<file path="src/rtl/level_probe_encoder_if.sv">
// Level probe bus: raw probe switches in, encoded tank level and status out.
//   probe         : raw float/probe switches (bit 0 = 25 %, bit 3 = 100 %)
//   level_code    : encoded level 0..4 (0/25/50/75/100 %)
//   level_valid   : level_code reflects a currently valid probe pattern
//   level_changed : one-cycle pulse when level_code takes a new value
//   fault         : persistent sensor fault
// master drives the probes (sensor side), slave is the encoder.
interface level_probe_encoder_if;
    logic [3:0] probe;
    logic [2:0] level_code;
    logic       level_valid;
    logic       level_changed;
    logic       fault;

    modport master (
        output probe,
        input  level_code,
        input  level_valid,
        input  level_changed,
        input  fault
    );

    modport slave (
        input  probe,
        output level_code,
        output level_valid,
        output level_changed,
        output fault
    );
endinterface

</file>
<file path="src/rtl/level_probe_encoder.sv">
// Tank level probe encoder.
// Synchronises and debounces four discrete probe switches, checks that the
// debounced probes form a thermometer pattern, encodes it into a 3-bit level
// code and raises a fault when the pattern stays invalid for too long.
// Ports:
//   clk : system clock
//   rst : asynchronous reset, active-high
//   bus : level_probe_encoder_if.slave (probe in; level_code, level_valid,
//         level_changed, fault out, all registered)
module level_probe_encoder #(
    parameter int DEBOUNCE_CYCLES = 16,
    parameter int FAULT_CYCLES    = 64,
    parameter int INVERT_PROBES   = 0
) (
    input  logic                  clk,
    input  logic                  rst,
    level_probe_encoder_if.slave  bus
);

    localparam int DCW = $clog2(DEBOUNCE_CYCLES + 1);
    localparam int FCW = $clog2(FAULT_CYCLES + 1);
    localparam logic [DCW-1:0] DEB_LAST = DCW'(DEBOUNCE_CYCLES - 1);
    localparam logic [DCW-1:0] DEB_ONE  = DCW'(1);
    localparam logic [DCW-1:0] DEB_ZERO = DCW'(0);
    localparam logic [FCW-1:0] FLT_LAST = FCW'(FAULT_CYCLES - 1);
    localparam logic [FCW-1:0] FLT_ONE  = FCW'(1);
    localparam logic [FCW-1:0] FLT_ZERO = FCW'(0);

    typedef enum logic [1:0] {
        ST_OK      = 2'd0,
        ST_SUSPECT = 2'd1,
        ST_FAULT   = 2'd2
    } state_t;

    // Returns {valid, code}: thermometer patterns map to 0..4, anything else
    // is invalid and carries code 0 so an out-of-range value never escapes.
    function automatic logic [3:0] decode_level(input logic [3:0] pat);
        logic [3:0] res;
        case (pat)
            4'b0000: res = {1'b1, 3'd0};
            4'b0001: res = {1'b1, 3'd1};
            4'b0011: res = {1'b1, 3'd2};
            4'b0111: res = {1'b1, 3'd3};
            4'b1111: res = {1'b1, 3'd4};
            default: res = {1'b0, 3'd0};
        endcase
        return res;
    endfunction

    logic [3:0]     sync1_r;
    logic [3:0]     sync2_r;
    logic [3:0]     sp_s;
    logic [3:0]     deb_r;
    logic [DCW-1:0] cnt_r [4];

    state_t         state_r;
    state_t         state_nxt_s;
    logic [FCW-1:0] fcnt_r;
    logic [FCW-1:0] fcnt_nxt_s;
    logic [2:0]     level_code_r;
    logic [2:0]     code_nxt_s;
    logic           level_valid_r;
    logic           level_changed_r;
    logic           fault_r;
    logic [3:0]     dec_s;
    logic           pat_valid_s;
    logic [2:0]     pat_code_s;

    // Two-flop synchroniser for the asynchronous probe switches.
    always_ff @(posedge clk or posedge rst) begin
        if (rst) begin
            sync1_r <= 4'b0000;
            sync2_r <= 4'b0000;
        end else begin
            sync1_r <= bus.probe;
            sync2_r <= sync1_r;
        end
    end

    // Polarity correction so that 1 always means wetted downstream.
    always_comb begin
        if (INVERT_PROBES != 0) begin
            sp_s = ~sync2_r;
        end else begin
            sp_s = sync2_r;
        end
    end

    // Per-probe debounce: deb follows sp only after it has differed for
    // DEBOUNCE_CYCLES consecutive cycles; any agreement restarts the count.
    always_ff @(posedge clk or posedge rst) begin
        if (rst) begin
            deb_r <= 4'b0000;
            for (int i = 0; i < 4; i++) begin
                cnt_r[i] <= DEB_ZERO;
            end
        end else begin
            for (int i = 0; i < 4; i++) begin
                if (sp_s[i] == deb_r[i]) begin
                    cnt_r[i] <= DEB_ZERO;
                end else if (cnt_r[i] == DEB_LAST) begin
                    deb_r[i] <= sp_s[i];
                    cnt_r[i] <= DEB_ZERO;
                end else begin
                    cnt_r[i] <= cnt_r[i] + DEB_ONE;
                end
            end
        end
    end

    // Pattern decode of the debounced probes.
    always_comb begin
        dec_s       = decode_level(deb_r);
        pat_valid_s = dec_s[3];
        pat_code_s  = dec_s[2:0];
    end

    // Next-state logic: OK tracks the level, SUSPECT tolerates short invalid
    // stretches, FAULT needs a sustained valid run before releasing.
    always_comb begin
        state_nxt_s = state_r;
        fcnt_nxt_s  = fcnt_r;
        code_nxt_s  = level_code_r;
        case (state_r)
            ST_OK: begin
                if (pat_valid_s) begin
                    code_nxt_s = pat_code_s;
                    fcnt_nxt_s = FLT_ZERO;
                end else if (FAULT_CYCLES == 1) begin
                    state_nxt_s = ST_FAULT;
                    fcnt_nxt_s  = FLT_ZERO;
                end else begin
                    state_nxt_s = ST_SUSPECT;
                    fcnt_nxt_s  = FLT_ONE;
                end
            end
            ST_SUSPECT: begin
                if (pat_valid_s) begin
                    state_nxt_s = ST_OK;
                    code_nxt_s  = pat_code_s;
                    fcnt_nxt_s  = FLT_ZERO;
                end else if (fcnt_r == FLT_LAST) begin
                    state_nxt_s = ST_FAULT;
                    fcnt_nxt_s  = FLT_ZERO;
                end else begin
                    fcnt_nxt_s = fcnt_r + FLT_ONE;
                end
            end
            ST_FAULT: begin
                if (pat_valid_s) begin
                    if (fcnt_r == FLT_LAST) begin
                        state_nxt_s = ST_OK;
                        code_nxt_s  = pat_code_s;
                        fcnt_nxt_s  = FLT_ZERO;
                    end else begin
                        fcnt_nxt_s = fcnt_r + FLT_ONE;
                    end
                end else begin
                    fcnt_nxt_s = FLT_ZERO;
                end
            end
            default: begin
                state_nxt_s = ST_OK;
                fcnt_nxt_s  = FLT_ZERO;
                code_nxt_s  = level_code_r;
            end
        endcase
    end

    // State, counter and registered outputs; status flags are derived from
    // the next state so they line up with the state they describe.
    always_ff @(posedge clk or posedge rst) begin
        if (rst) begin
            state_r         <= ST_OK;
            fcnt_r          <= FLT_ZERO;
            level_code_r    <= 3'd0;
            level_valid_r   <= 1'b0;
            level_changed_r <= 1'b0;
            fault_r         <= 1'b0;
        end else begin
            state_r         <= state_nxt_s;
            fcnt_r          <= fcnt_nxt_s;
            level_code_r    <= code_nxt_s;
            level_valid_r   <= (state_nxt_s == ST_OK);
            level_changed_r <= (code_nxt_s != level_code_r);
            fault_r         <= (state_nxt_s == ST_FAULT);
        end
    end

    assign bus.level_code    = level_code_r;
    assign bus.level_valid   = level_valid_r;
    assign bus.level_changed = level_changed_r;
    assign bus.fault         = fault_r;

endmodule

</file>
<file path="src/flat_wrapper.sv">
// flat-port wrapper written by rule: the top's interface ports become plain ports
module level_probe_encoder_flat 
#(
    parameter int DEBOUNCE_CYCLES = 16,
    parameter int FAULT_CYCLES    = 64,
    parameter int INVERT_PROBES   = 0
)
  (clk, rst, bus_probe, bus_level_code, bus_level_valid, bus_level_changed, bus_fault);
  level_probe_encoder_if bus_i ();
  input  logic clk;
  input  logic rst;
  input wire logic [$bits(bus_i.probe)-1:0] bus_probe;
  output wire logic [$bits(bus_i.level_code)-1:0] bus_level_code;
  output wire logic [$bits(bus_i.level_valid)-1:0] bus_level_valid;
  output wire logic [$bits(bus_i.level_changed)-1:0] bus_level_changed;
  output wire logic [$bits(bus_i.fault)-1:0] bus_fault;
  assign bus_i.probe = bus_probe;
  assign bus_level_code = bus_i.level_code;
  assign bus_level_valid = bus_i.level_valid;
  assign bus_level_changed = bus_i.level_changed;
  assign bus_fault = bus_i.fault;
  level_probe_encoder #(.DEBOUNCE_CYCLES(DEBOUNCE_CYCLES), .FAULT_CYCLES(FAULT_CYCLES), .INVERT_PROBES(INVERT_PROBES)) u_core (.clk(clk), .rst(rst), .bus(bus_i));
endmodule
</file>
<file path="config.mk">
export PLATFORM = sky130hd
export DESIGN_NAME = level_probe_encoder_flat
export DESIGN_NICKNAME = d
export VERILOG_FILES = /design/src/rtl/level_probe_encoder_if.sv /design/src/rtl/level_probe_encoder.sv /design/src/flat_wrapper.sv
export SDC_FILE = /design/constraint.sdc
export NUM_CORES = 1
export LEC_CHECK = 0
export CAP_MARGIN = 5
export CORE_MARGIN = 1
export CORE_UTILIZATION = 35
export DETAILED_ROUTE_END_ITERATION = 12
export SYNTH_ARGS = -nofsm -noshare
export SYNTH_HDL_FRONTEND = slang
export SYNTH_SLANG_ARGS = --single-unit
</file>
<file path="constraint.sdc">
create_clock -name clk -period 2.22 [get_ports clk]
set_clock_uncertainty 0.05 [all_clocks]
set_input_delay 0.222 -clock clk [delete_from_list [all_inputs] [get_ports clk]]
set_output_delay 0.222 -clock clk [all_outputs]
set_load 0.005 [all_outputs]
</file>
* Word level (Yosys, flattened, before mapping) *
Index checks and enable logic that the tools add are counted.

word-level totals
  bits in registers = 47
  bits of input ports = 6
  output and inout port bits = 6
  logic and storage cells = 74

operators by class
  $add $sub $neg = 5
  equality and inequality tests = 17
  muxes and demuxes = 24
  bitwise logic cells = 4
  reductions and logical operators = 8

operator list
  kind                 count
  $mux 5               8
  $mux 7               3
  $pmux 7 s3           1
  $add 5x1->5 const B  4
  $eq 5x4->1 const B   4
  $pmux 4 s5           1
  $mux 2               5
  $mux 3               3
  $reduce_and 2->1     4
  $add 7x1->7 const B  1
  $eq 7x6->1 const B   1
  $pmux 2 s3           1
  $pmux 3 s2           1
  $eq 1x1->1           4
  $eq 2x2->1 const B   2
  $eq 4x1->1 const B   1
  $eq 4x2->1 const B   1
  $eq 4x3->1 const B   1
  $eq 4x4->1 const B   1
  $logic_not 2->1      2
  $logic_not 4->1      1
  $not 1->1            4
  $ne 3x3->1           1
  $eq 2x1->1 const B   1
  2 further kinds      2

* Longest topological paths before layout *
Gate-level depths: netlist of the first run.

  word-level depth = 6
  mapped depth = 6
  depth with buffers taken out = 6

* Worst setup path after synthesis of the first run *
Ideal clock, no wire load.

  path kind = flip-flop to flip-flop
  from = reg u_core.fcnt_r[0]
  to = reg u_core.level_changed_r (netlist: u_core.bus.level_changed)
  arrival = 1.670 ns
  data required time = 2.075 ns
  path slack = 0.405 ns
  stages on the path, launching flop included = 7
  path buffers = 0
  clock period less this slack = 1.815 ns
  cell sequence = dfrtp_1 > ha_1 > nand3_2 > or4_4 > o21a_1 > o32a_1 > o31ai_1

on the way
  cells in the longest elaborated chain, start to end = 5

ends and longest elaborated chain
  item                    line                        source
  start, declared         level_probe_encoder.sv:58   logic [FCW-1:0] fcnt_r;
  start signal, assigned  level_probe_encoder.sv:182  fcnt_r <= fcnt_nxt_s;
  $eq 7x6->1              level_probe_encoder.sv:151  if (fcnt_r == FLT_LAST) begin
  $mux 3                  level_probe_encoder.sv:151
  $mux 3                  level_probe_encoder.sv:150  if (pat_valid_s) begin
  $pmux 3 s2              level_probe_encoder.sv:124  case (state_r)
  $ne 3x3->1              level_probe_encoder.sv:185  level_changed_r <= (code_nxt_s != level_code_r);
  end signal, assigned    level_probe_encoder.sv:185
  end, declared           level_probe_encoder.sv:63   logic level_changed_r;

No other way between the ends.
A chain may end at the register's enable or synchronous reset.

* Final worst setup path of the first run *
Ends and elaborated chain as after synthesis.

==> results_tabular.tex, run 1 <==
\begin{tabular}{lr}
\hline
Metric & Value \\
\hline
\multicolumn{2}{l}{\textbf{Clock network}} \\
\quad Number of hold buffers added after CTS & 0 \\
\quad Source-to-sink clock delay at the later pin of the worst-skew pair & 0.30 ns \\
\quad H-tree levels & 2 \\
\quad Clk buf depth & 2 \\
\quad Cell chosen for the clock root & sky130\_fd\_sc\_hd\_\_clkbuf\_8 \\
\quad CTS-repair resized insts & 0 \\
\quad Clock tree from TritonCTS & done \\
\quad Post-CTS clock slew at the launch and capture registers of the worst setup and hold paths & 0.08 ns \\
\quad Post-CTS Setup Bufs & 0 \\
\quad Clock net sink count & 47 \\
\quad CTS Buf Count & 5 \\
\multicolumn{2}{l}{\textbf{Worst setup path}} \\
\quad Critical Path End Type & flop \\
\quad Biggest fanout along the worst timing path & 5 \\
\quad Slack of the worst reg-to-reg path & 0.29 ns \\
\quad Critical path required time & 2.38 ns \\
\quad Crit Path Category & reg2reg \\
\quad CP Launch Type & flop \\
\quad Data arrival, critical path & 2.09 ns \\
\multicolumn{2}{l}{\textbf{Timing}} \\
\quad Highest Clock Rate & 519 MHz \\
\quad Final critical path time including I/O delays and setup & 1.93 ns \\
\quad Final Hold Viols & 0 \\
\quad Max-slew headroom at the worst pin & 0.664 \\
\quad Slew @ Worst Pin & 0.500 ns \\
\quad Setup violations, final & 0 \\
\quad Setup WS post-layout & 0.293 ns \\
\quad Final total negative setup slack & 0 ns \\
\quad Share of the cycle needed by the critical path after routing & 0.868 \\
\quad RSZ-0062 raised after global routing & no \\
\quad Pins Over Slew Limit & 0 \\
\multicolumn{2}{l}{\textbf{Synthesis}} \\
\quad Part of the Yosys area used for sequential elements & 0.587 \\
\quad Share of Yosys cell area claimed by the top area cell type & 0.588 \\
\quad Post-synthesis instance area & 2000 sq um \\
\quad Count of unique library cells instantiated by Yosys & 38 \\
\quad Average footprint of a synthesized cell & 11.4 sq um \\
\quad \#FFs+latches synth & 47 \\
\quad Largest area contributor in the netlist & sky130\_fd\_sc\_hd\_\_dfrtp\_1 \\
\quad Yosys warnings & 0 \\
\quad Prevailing post-synth register cell & sky130\_fd\_sc\_hd\_\_dfrtp\_1 \\
\quad Largest cells by area after synthesis & sky130\_fd\_sc\_hd\_\_dfrtp\_1 59\%, sky130\_fd\_sc\_hd\_\_xor2\_1 6.6\%, sky130\_fd\_sc\_hd\_\_nor2\_1 3.9\% \\
\quad Cell with the most instances after synthesis & sky130\_fd\_sc\_hd\_\_dfrtp\_1 \\
\quad Most frequent cells after synthesis & 47 x sky130\_fd\_sc\_hd\_\_dfrtp\_1, 21 x sky130\_fd\_sc\_hd\_\_nor2\_1, 15 x sky130\_fd\_sc\_hd\_\_xor2\_1 \\
\quad Post-Synthesis Cells & 175 \\
\quad Share of synthesized registers carrying an async set or reset & 1.00 \\
\quad Number of enable-type register cells in the synthesized netlist & 0 \\
\quad Net count of the mapped netlist & 186 \\
\multicolumn{2}{l}{\textbf{GRT}} \\
\quad Largest net degree at the start of global routing & 48 \\
\quad Fraction of met3 tracks used by global routing & 0.0353 \\
\quad Wire length of the first global-routing pass & 5600 um \\
\quad Number of antenna violations at the first check in global routing & 0 \\
\quad Met1 capacity usage during global routing & 0.154 \\
\quad Overall overflow remaining after global route & 0 \\
\quad Layer with the highest usage & met2 \\
\quad Global routing usage summed across all routing layers & 0.121 \\
\quad Vias in the first global route & 1242 \\
\quad Met2 GRT Util & 0.182 \\
\multicolumn{2}{l}{\textbf{Min path}} \\
\quad Worst Hold Class & in2async \\
\multicolumn{2}{l}{\textbf{Layout}} \\
\quad Combined area of the multi-input logic cells & 790 sq um \\
\quad Fin nets & 202 \\
\quad Area grow syn2layout & 15.7\% \\
\quad Register cell area after layout & 1180 sq um \\
\quad Count of filler cells inserted in the layout & 527 \\
\quad Finished Core Util & 0.421 \\
\quad Post-route cell area & 2320 sq um \\
\quad Antenna Cells & 0 \\
\quad Layout cells sized above 1 & 0.109 \\
\multicolumn{2}{l}{\textbf{Power and ir drop}} \\
\quad P per Cell Area & 654 nW/um\^{}2 \\
\quad Leakage power summed over all cells & 1.10 nW \\
\quad Worst vdd ir & 0.380 mV \\
\quad Total Power Consumption & 1.51 mW \\
\multicolumn{2}{l}{\textbf{Route}} \\
\quad DRT iter0 DRCs & 49 \\
\quad Total wire length & 3010 um \\
\quad Residual DRC count & 0 \\
\quad Antenna violation net count after detailed routing & 0 \\
\quad Detailed-route via count & 1260 \\
\quad Average routed wire per standard cell & 11.4 um \\
\quad Ratio of routed vias to standard cells & 4.77 \\
\quad TritonRoute pass-1 iters & 5 \\
\multicolumn{2}{l}{\textbf{Placed design}} \\
\quad Area after detailed placement & 2220 sq um \\
\quad Dpl ws & 0.291 ns \\
\quad HPWL Detailed & 2090 um \\
\quad Final RePlAce weighted congestion & 0.726 \\
\quad IO buf count & 11 \\
\multicolumn{2}{l}{\textbf{Run}} \\
\quad Maximum capacitance violations & 0 \\
\multicolumn{2}{l}{\textbf{Die}} \\
\quad Die X & 77.6 um \\
\quad Starting utilization of the core area & 0.364 \\
\quad Number of top-level pins & 12 \\
\quad Die footprint & 6030 sq um \\
\quad FP Rows & 27 \\
\quad CORE AREA & 5510 sq um \\
\quad Die Y & 77.6 um \\
\multicolumn{2}{l}{\textbf{Run status}} \\
\quad Result of the run & completed \\
\hline
\end{tabular}
[final cells by class]
cell class                      count  area share
Sequential cell                    47       0.508
Multi-Input combinational cell    119       0.341
Timing Repair Buffer               14      0.0627
Clock buffer                        8      0.0432
Tap cell                           72      0.0389
Inverter                            4     0.00648
[cells in the final DEF (no fill, tap or decap), drive strengths merged, types with 2 or more instances in the layout]
master,synthesis,final
clkbuf,3,8
xor2,15,15
ha,5,5
and3,4,4
nor2,21,21
nand3,11,11
nand2b,4,4
nand2,9,9
and2,7,7
buf,2,3
dfrtp,47,47
o32ai,2,2
nor2b,4,4
clkdlybuf4s50,0,11
o31ai,3,3
mux2,3,3
inv,4,4
a21oi,3,3
o21ai,7,7
a21o,3,3
xnor2,3,3
[power by group]
| group | internal, mW | total (mW) | switching [mW] |
|---|---|---|---|
| sequential | 0.881 | 0.897 | 0.0164 |
| combinational | 0.0297 | 0.0633 | 0.0336 |
| clock | 0.284 | 0.555 | 0.270 |
| total | 1.19 | 1.51 | 0.320 |
[final timing paths]
check	to	startpoint	cells past startpoint
setup reg to reg	u_core.bus.level_changed	u_core.fcnt_r[0]	6
hold / removal	u_core.sync1_r[0]	rst	3
hold reg to reg	u_core.sp_s[2]	u_core.sync1_r[2]	0
max in group asynchronous	u_core.bus.fault	rst	3
min in group clk	u_core.sp_s[2]	u_core.sync1_r[2]	0
setup / recovery	u_core.bus.level_changed	u_core.fcnt_r[0]	6
[through the flow]
step	hold slack, ns	instances
detailed placement	0.287	256
global route	0.238	264
finish	0.222	264
global placement	0.283	256
CTS	0.229	264
floorplan	0.203	175
[critical path: stages, from the launching register on]
cell                      delay (ns)
sky130_fd_sc_hd__dfrtp_1        0.40
sky130_fd_sc_hd__ha_1           0.21
sky130_fd_sc_hd__nand3_2        0.13
sky130_fd_sc_hd__or4_4          0.50
sky130_fd_sc_hd__o21a_1         0.20
sky130_fd_sc_hd__o32a_1         0.28
sky130_fd_sc_hd__o31ai_1        0.07
[registers in the layout, indices dropped and copies added (netlist names), 2 cells and up]
signal and cells:
u_core.deb_r 4, u_core.sp_s 4, u_core.state_r 2, u_core.bus.level_code 3, u_core.cnt_r 20, u_core.fcnt_r 7, u_core.sync1_r 4
[layer usage]
metal,share of wire,up-vias
met3,0.029,7
li1,-,632
met1,0.52,604
met2,0.43,17
met5,0,-
met4,0.025,0
[logic make-up after synthesis]
family / after synthesis / synth area share
AO/OA/AOI/OAI: 26 / 0.0956
XOR/XNOR: 18 / 0.0788
adder cells (fa/ha/maj): 5 / 0.0313
buffers and inverters: 9 / 0.0181
flip-flops: 47 / 0.588
multiplexers: 3 / 0.0169
AND/OR/NAND/NOR: 67 / 0.172
No activity file was read; power rests on OpenSTA's default activity.
==> inputs of run 2 (changes only) <==
--- a/config.mk
+++ b/config.mk
@@ -7,8 +7,10 @@
 export LEC_CHECK = 0
 export CAP_MARGIN = 5
 export CORE_MARGIN = 1
-export CORE_UTILIZATION = 35
+export CORE_UTILIZATION = 55
 export DETAILED_ROUTE_END_ITERATION = 12
+export DONT_BUFFER_PORTS = 1
+export PLACE_DENSITY = 0.7
 export SYNTH_ARGS = -nofsm -noshare
 export SYNTH_HDL_FRONTEND = slang
 export SYNTH_SLANG_ARGS = --single-unit
==> results_tabular.tex, run 2 (same netlist as run 1, synthesis figures left out) <==
\begin{tabular}{lr}
\hline
Metric & Value \\
\hline
\multicolumn{2}{l}{\textbf{Run status}} \\
\quad Result of the run & completed \\
\multicolumn{2}{l}{\textbf{Timing}} \\
\quad Slew @ Worst Pin & 0.917 ns \\
\quad Worst hold slack & 0.315 ns \\
\quad Final Hold Viols & 0 \\
\quad Setup violations, final & 0 \\
\quad Share of the cycle needed by the critical path after routing & 0.870 \\
\quad RSZ-0062 raised after global routing & no \\
\quad Highest Clock Rate & 518 MHz \\
\quad Max-slew headroom at the worst pin & 0.388 \\
\quad Pins Over Slew Limit & 0 \\
\quad Final critical path time including I/O delays and setup & 1.93 ns \\
\quad Final total negative setup slack & 0 ns \\
\multicolumn{2}{l}{\textbf{Layout}} \\
\quad Largest register FFs & 20 \\
\quad Post-route cell area & 2140 sq um \\
\quad Leading registers by flop count & u\_core.cnt\_r x20, u\_core.fcnt\_r x7 \\
\quad Most common library cell in the layout ignoring fill and taps & sky130\_fd\_sc\_hd\_\_dfrtp\_1 \\
\quad Commonest non-fill, non-tap cells in the layout & 47 x sky130\_fd\_sc\_hd\_\_dfrtp\_1, 21 x sky130\_fd\_sc\_hd\_\_nor2\_1, 15 x sky130\_fd\_sc\_hd\_\_xor2\_1 \\
\quad Area grow syn2layout & 6.81\% \\
\quad Largest register by flop count & u\_core.cnt\_r \\
\quad Count of filler cells inserted in the layout & 297 \\
\quad Fin nets & 193 \\
\quad Antenna Cells & 0 \\
\quad Layout cells sized above 1 & 0.0929 \\
\multicolumn{2}{l}{\textbf{Route}} \\
\quad TritonRoute pass-1 iters & 4 \\
\quad Ratio of routed vias to standard cells & 5.39 \\
\quad Detailed-route via count & 1235 \\
\quad Antenna violation net count after detailed routing & 0 \\
\quad Total wire length & 3040 um \\
\quad Residual DRC count & 0 \\
\quad DRT iter0 DRCs & 55 \\
\quad Average routed wire per standard cell & 13.3 um \\
\multicolumn{2}{l}{\textbf{Clock network}} \\
\quad Source-to-sink clock delay at the later pin of the worst-skew pair & 0.35 ns \\
\quad H-tree levels & 2 \\
\quad CTS-repair resized insts & 0 \\
\quad Clock net sink count & 47 \\
\quad Clk buf depth & 2 \\
\quad Clock tree from TritonCTS & done \\
\quad Cell chosen for the clock root & sky130\_fd\_sc\_hd\_\_clkbuf\_4 \\
\quad Post-CTS clock slew at the launch and capture registers of the worst setup and hold paths & 0.13 ns \\
\quad CTS Buf Count & 5 \\
\multicolumn{2}{l}{\textbf{Worst setup path}} \\
\quad Biggest cell delay along the critical path & 0.50 ns \\
\quad Data arrival, critical path & 2.14 ns \\
\quad Cell-by-cell trace of the critical path & ha\_1 > nand3\_2 > or4\_4 > a21o\_2 > o31ai\_2 \\
\quad Biggest fanout along the worst timing path & 7 \\
\quad Slowest cell on crit path & sky130\_fd\_sc\_hd\_\_or4\_4 \\
\quad Critical path required time & 2.43 ns \\
\quad Critical Path End Type & flop \\
\quad CP Launch Type & flop \\
\quad Crit Path Category & reg2reg \\
\multicolumn{2}{l}{\textbf{Power and ir drop}} \\
\quad Relative contribution of the clock network to total power & 0.277 \\
\quad Switching portion of total power & 0.221 \\
\quad Combinational group share of total power & 0.043 \\
\quad Power share of the sequential group & 0.680 \\
\quad Net load switching power & 0.292 mW \\
\quad Internal power contribution & 1.03 mW \\
\quad Worst vdd ir & 0.507 mV \\
\quad P per Cell Area & 618 nW/um\^{}2 \\
\quad Leakage power summed over all cells & 1.04 nW \\
\multicolumn{2}{l}{\textbf{Min path}} \\
\quad Worst Hold Class & reg2reg \\
\multicolumn{2}{l}{\textbf{Run}} \\
\quad Maximum capacitance violations & 0 \\
\multicolumn{2}{l}{\textbf{GRT}} \\
\quad Global routing usage summed across all routing layers & 0.186 \\
\quad Met1 capacity usage during global routing & 0.234 \\
\quad Layer with the highest usage & met2 \\
\quad Wire length of the first global-routing pass & 5510 um \\
\quad Vias in the first global route & 1257 \\
\quad Number of antenna violations at the first check in global routing & 0 \\
\quad Met2 GRT Util & 0.297 \\
\quad Overall overflow remaining after global route & 0 \\
\quad Largest net degree at the start of global routing & 48 \\
\quad Fraction of met3 tracks used by global routing & 0.0699 \\
\multicolumn{2}{l}{\textbf{Placed design}} \\
\quad Final RePlAce weighted congestion & 0.739 \\
\quad Area after detailed placement & 2040 sq um \\
\quad HPWL Detailed & 2080 um \\
\quad IO buf count & 0 \\
\multicolumn{2}{l}{\textbf{Die}} \\
\quad CORE AREA & 3420 sq um \\
\quad Number of top-level pins & 12 \\
\quad FP Rows & 21 \\
\quad Die Y & 62.3 um \\
\quad Die footprint & 3890 sq um \\
\quad Starting utilization of the core area & 0.586 \\
\quad Die X & 62.3 um \\
\hline
\end{tabular}
[run 2: final timing paths]
kind	startpoint	to	depth (start not counted)	slack, ns
worst max-delay path	u_core.fcnt_r[0]	u_core.bus.level_code[0]	5	0.29
worst min-delay path	u_core.sync1_r[2]	u_core.sp_s[2]	0	0.31
worst max register to register	u_core.fcnt_r[0]	u_core.bus.level_code[0]	5	0.29
worst min register to register	u_core.sync1_r[2]	u_core.sp_s[2]	0	0.31
max in group asynchronous	rst	u_core.cnt_r[8]	2	1.06
min in group asynchronous	rst	u_core.bus.level_code[2]	2	0.48
[run 2: what timing repair did]
action                    in CTS  in global routing
hold buffers                   5                  0
setup buffers                  0                  0
hold endpoints to repair      51                  0
[run 2: power groups by stage]
stage               logic [mW]  registers (mW)  clock network [mW]
global route            0.0687           0.903               0.426
floorplan               0.0423           0.910                   0
CTS                     0.0589           0.898               0.382
detailed placement      0.0521           0.915                   0
global placement        0.0495           0.913                   0
finish                  0.0570           0.898               0.366
[run 2: final cells by class]
type | instances | area [sq um] | share of cell area
flip-flops and latches | 47 | 1180 | 0.550
multi-input cells | 119 | 790 | 0.369
well taps | 46 | 57.6 | 0.0269
repair buffers | 5 | 50.0 | 0.0234
clock buffers | 7 | 45.0 | 0.0211
inverters | 4 | 15.0 | 0.00702
clock inverters | 1 | 5.00 | 0.00234
[run 2: stage by stage]
stage | util | instances | worst slack, ns | total power, mW
2_1_floorplan | - | 175 | 0.405 | 0.953
3_3_place_gp | 0.597 | 216 | 0.353 | 0.962
3_5_place_dp | 0.597 | 216 | 0.318 | 0.967
4_1_cts | 0.626 | 229 | 0.285 | 1.34
5_1_grt | 0.626 | 229 | 0.191 | 1.40
6_report | 0.626 | 229 | 0.288 | 1.32
[run 2: worst max-delay path: cells and delay by family (launching register included)]
kind / cells / cell delay [ns]
and+or+nand+nor: 2 / 0.63
AOI/OAI and AO/OA: 2 / 0.53
DFF: 1 / 0.42
adders and majority gates: 1 / 0.21
[run 2: layer usage]
layer | part of all wire | vias to the layer above
met5 | 0 | -
met2 | 0.48 | 16
li1 | - | 612
met4 | 0.0056 | 0
met3 | 0.036 | 2
met1 | 0.48 | 605
==> edit: new RTL, flow settings as in run 1 <==
The 3 states of `state_t` get a one-hot encoding in 3 bits.
--- a/src/rtl/level_probe_encoder.sv
+++ b/src/rtl/level_probe_encoder.sv
@@ -28,6 +28,6 @@
 
-    typedef enum logic [1:0] {
-        ST_OK      = 2'd0,
-        ST_SUSPECT = 2'd1,
-        ST_FAULT   = 2'd2
+    typedef enum logic [2:0] {
+        ST_OK      = 3'b001,
+        ST_SUSPECT = 3'b010,
+        ST_FAULT   = 3'b100
     } state_t;
Formal check against the unedited RTL: same outputs for any inputs over 10 cycles, from zero or initial values and one cycle with rst high; not proved beyond that.
==> edit against run 1 <==
Sequential cell count rose by 1. Wire length rose by 7.4%. Utilization rose by 0.31 points. Area after synthesis rose by 5.5%. Synthesized cell count rose by 3.4%. Via count rose by 5.5%. Design area rose by 3.8%. First-iteration DRC count fell by 16%. Worst setup slack improved by 0.28 ns. Power rose by 3.9%. Sequential share of layout area fell by 0.78 points. Critical path type unchanged. Largest power group unchanged.
==> edit: results (changes against run 1) <==
.. list-table::
   :header-rows: 1

   * - Metric
     - Value
   * - First drt pass iteration count
     - 4 (-1)
   * - Register-to-register path setup slack
     - 0.57 ns (+0.28 ns)
   * - Clk cell area share
     - 3.902% (-0.42 points)
   * - Post-Place Setup Slack
     - 0.5930 ns (+0.3024 ns)
   * - Area growth from synthesis to layout
     - 13.86%
   * - Static Leak
     - 0.001096 uW (-0.37%)
   * - Synthesized Nets
     - 192 (+3.2%)
   * - Source of the worst register-to-register timing path
     - u_core.fcnt_r[0]$_DFF_PP0_
   * - Sequential share of the synthesized area
     - 56.93% (-1.8 points)
   * - Placed Instances
     - 261 (+2.0%)
   * - Switching power
     - 392.6 uW (+23%)
   * - Netlist cell types
     - 41 (+7.9%)
   * - Placer's final routability congestion estimate
     - 0.7516 (+3.5%)
   * - Capture instance of the worst register-to-register path
     - u_core.state_r[1]$_DFF_PP0_
   * - IR Drop Worst-Case VDD
     - 0.0002567 V (-33%)
   * - Data arrival time of the critical path
     - 1.80 ns (-0.29 ns)
   * - Drt initial violations
     - 41 (-16%)
   * - CP max-delay cell
     - or3_4
   * - Seq/total area
     - 50.00% (-0.78 points)
   * - Final critical-path share of the clock period
     - 74.18% (-13 points)
   * - Worst-path fanout max
     - 4 (-1)
   * - Max-Cap Viols
     - 0 (unchanged)
   * - Post-Synthesis Cells
     - 181 (+3.4%)
   * - Share of cell area taken by multi-input logic gates
     - 35.85% (+1.8 points)
   * - Met3 routing resource usage after global routing
     - 3.429% (-0.10 points)
   * - Share of final-layout standard cells stronger than drive strength 1
     - 12.18% (+1.2 points)
   * - Sequential cell count of the final layout
     - 48 (+2.1%)
   * - Post-Route WL
     - 3236 um (+7.4%)
   * - Pin count of the biggest net entering global routing
     - 31 (-35%)
   * - M2 GR Usage
     - 19.15% (+0.92 points)
   * - Total routing usage reported by global routing
     - 12.22% (+0.17 points)
   * - Leading cell types by count after synthesis
     - dfrtp_1, nor2_1, xor2_1
   * - Length in cells of the worst reg-to-reg path
     - 5 (-1)
   * - Top area cells in the synthesized netlist
     - dfrtp_1, xor2_1, nor2_1
   * - Status
     - completed
   * - Signal buf overhead
     - 5.411% (-0.86 points)
   * - Routed WL per cell
     - 12.03 um (+5.4%)
   * - Non-clock inverter total of the final layout
     - 7 (+3)
   * - Nonclk buf count
     - 12 (-2)
   * - Final HPWL DP
     - 2280 um (+9.1%)
   * - Largest stage delay on the critical path
     - 0.41 ns (-0.09 ns)
   * - First-pass GRT wire length
     - 5885 um (+5.1%)
   * - Placement Cell Area
     - 0.002311 mm^2 (+4.3%)
   * - Multi-input comb cells
     - 122 (+2.5%)
   * - Post-layout nets
     - 207 (+2.5%)
   * - Worst slack on hold paths
     - 0.1815 ns (-0.04004 ns)
   * - Fillers
     - 534 (+1.3%)
   * - DR vias
     - 1329 (+5.5%)
## edit: power groups by stage
| stage | registers [uW] | logic [uW] | clock network (uW) |
|---|---|---|---|
| after detailed placement | 947 | 105 | 0 |
| after global placement | 947 | 105 | 0 |
| after CTS | 930 | 105 | 566 |
| after floorplan | 937 | 77.5 | 0 |
| final | 930 | 103 | 542 |
| after global routing | 935 | 121 | 605 |
## edit: metal layers
layer / up-vias / share of wire (%) / routed length, um
met3: 5 / 2.9 / 93
met5: - / 0 / 0
li1: 663 / - / -
met4: 0 / 2.2 / 70
met1: 645 / 48 / 1566
met2: 16 / 47 / 1505
## edit: cell families (layout without fill, tap and decap cells)
kind of cell             Yosys count  in the layout  synth area share, %
XOR/XNOR                          18             18                7.464
flip-flops                        48             48                56.93
adder cells (fa/ha/maj)            5              5                2.962
AO/OA/AOI/OAI                     23             23                8.176
multiplexers                       7              7                3.732
AND/OR/NAND/NOR                   69             69                18.48
buffers and inverters             11             27                2.251
## edit: worst max path at each step
stage	start	to	depth (start not counted)
global placement	u_core.fcnt_r[0]$_DFF_PP0_	u_core.state_r[1]$_DFF_PP0_	5
floorplan	u_core.fcnt_r[0]$_DFF_PP0_	u_core.state_r[1]$_DFF_PP0_	5
global route	u_core.deb_r[1]$_DFFE_PP0P_	u_core.fcnt_r[4]$_DFF_PP0_	4
detailed placement	u_core.fcnt_r[0]$_DFF_PP0_	u_core.state_r[1]$_DFF_PP0_	5
finish	u_core.fcnt_r[0]$_DFF_PP0_	u_core.state_r[1]$_DFF_PP0_	5
CTS	u_core.fcnt_r[0]$_DFF_PP0_	u_core.state_r[1]$_DFF_PP0_	5
## edit: worst register-to-register path: stages, from the launching register on
cell	delay (ns)
dfrtp_1	0.39
ha_1	0.22
nand3_2	0.13
or3_4	0.41
and3_1	0.19
o21a_1	0.16
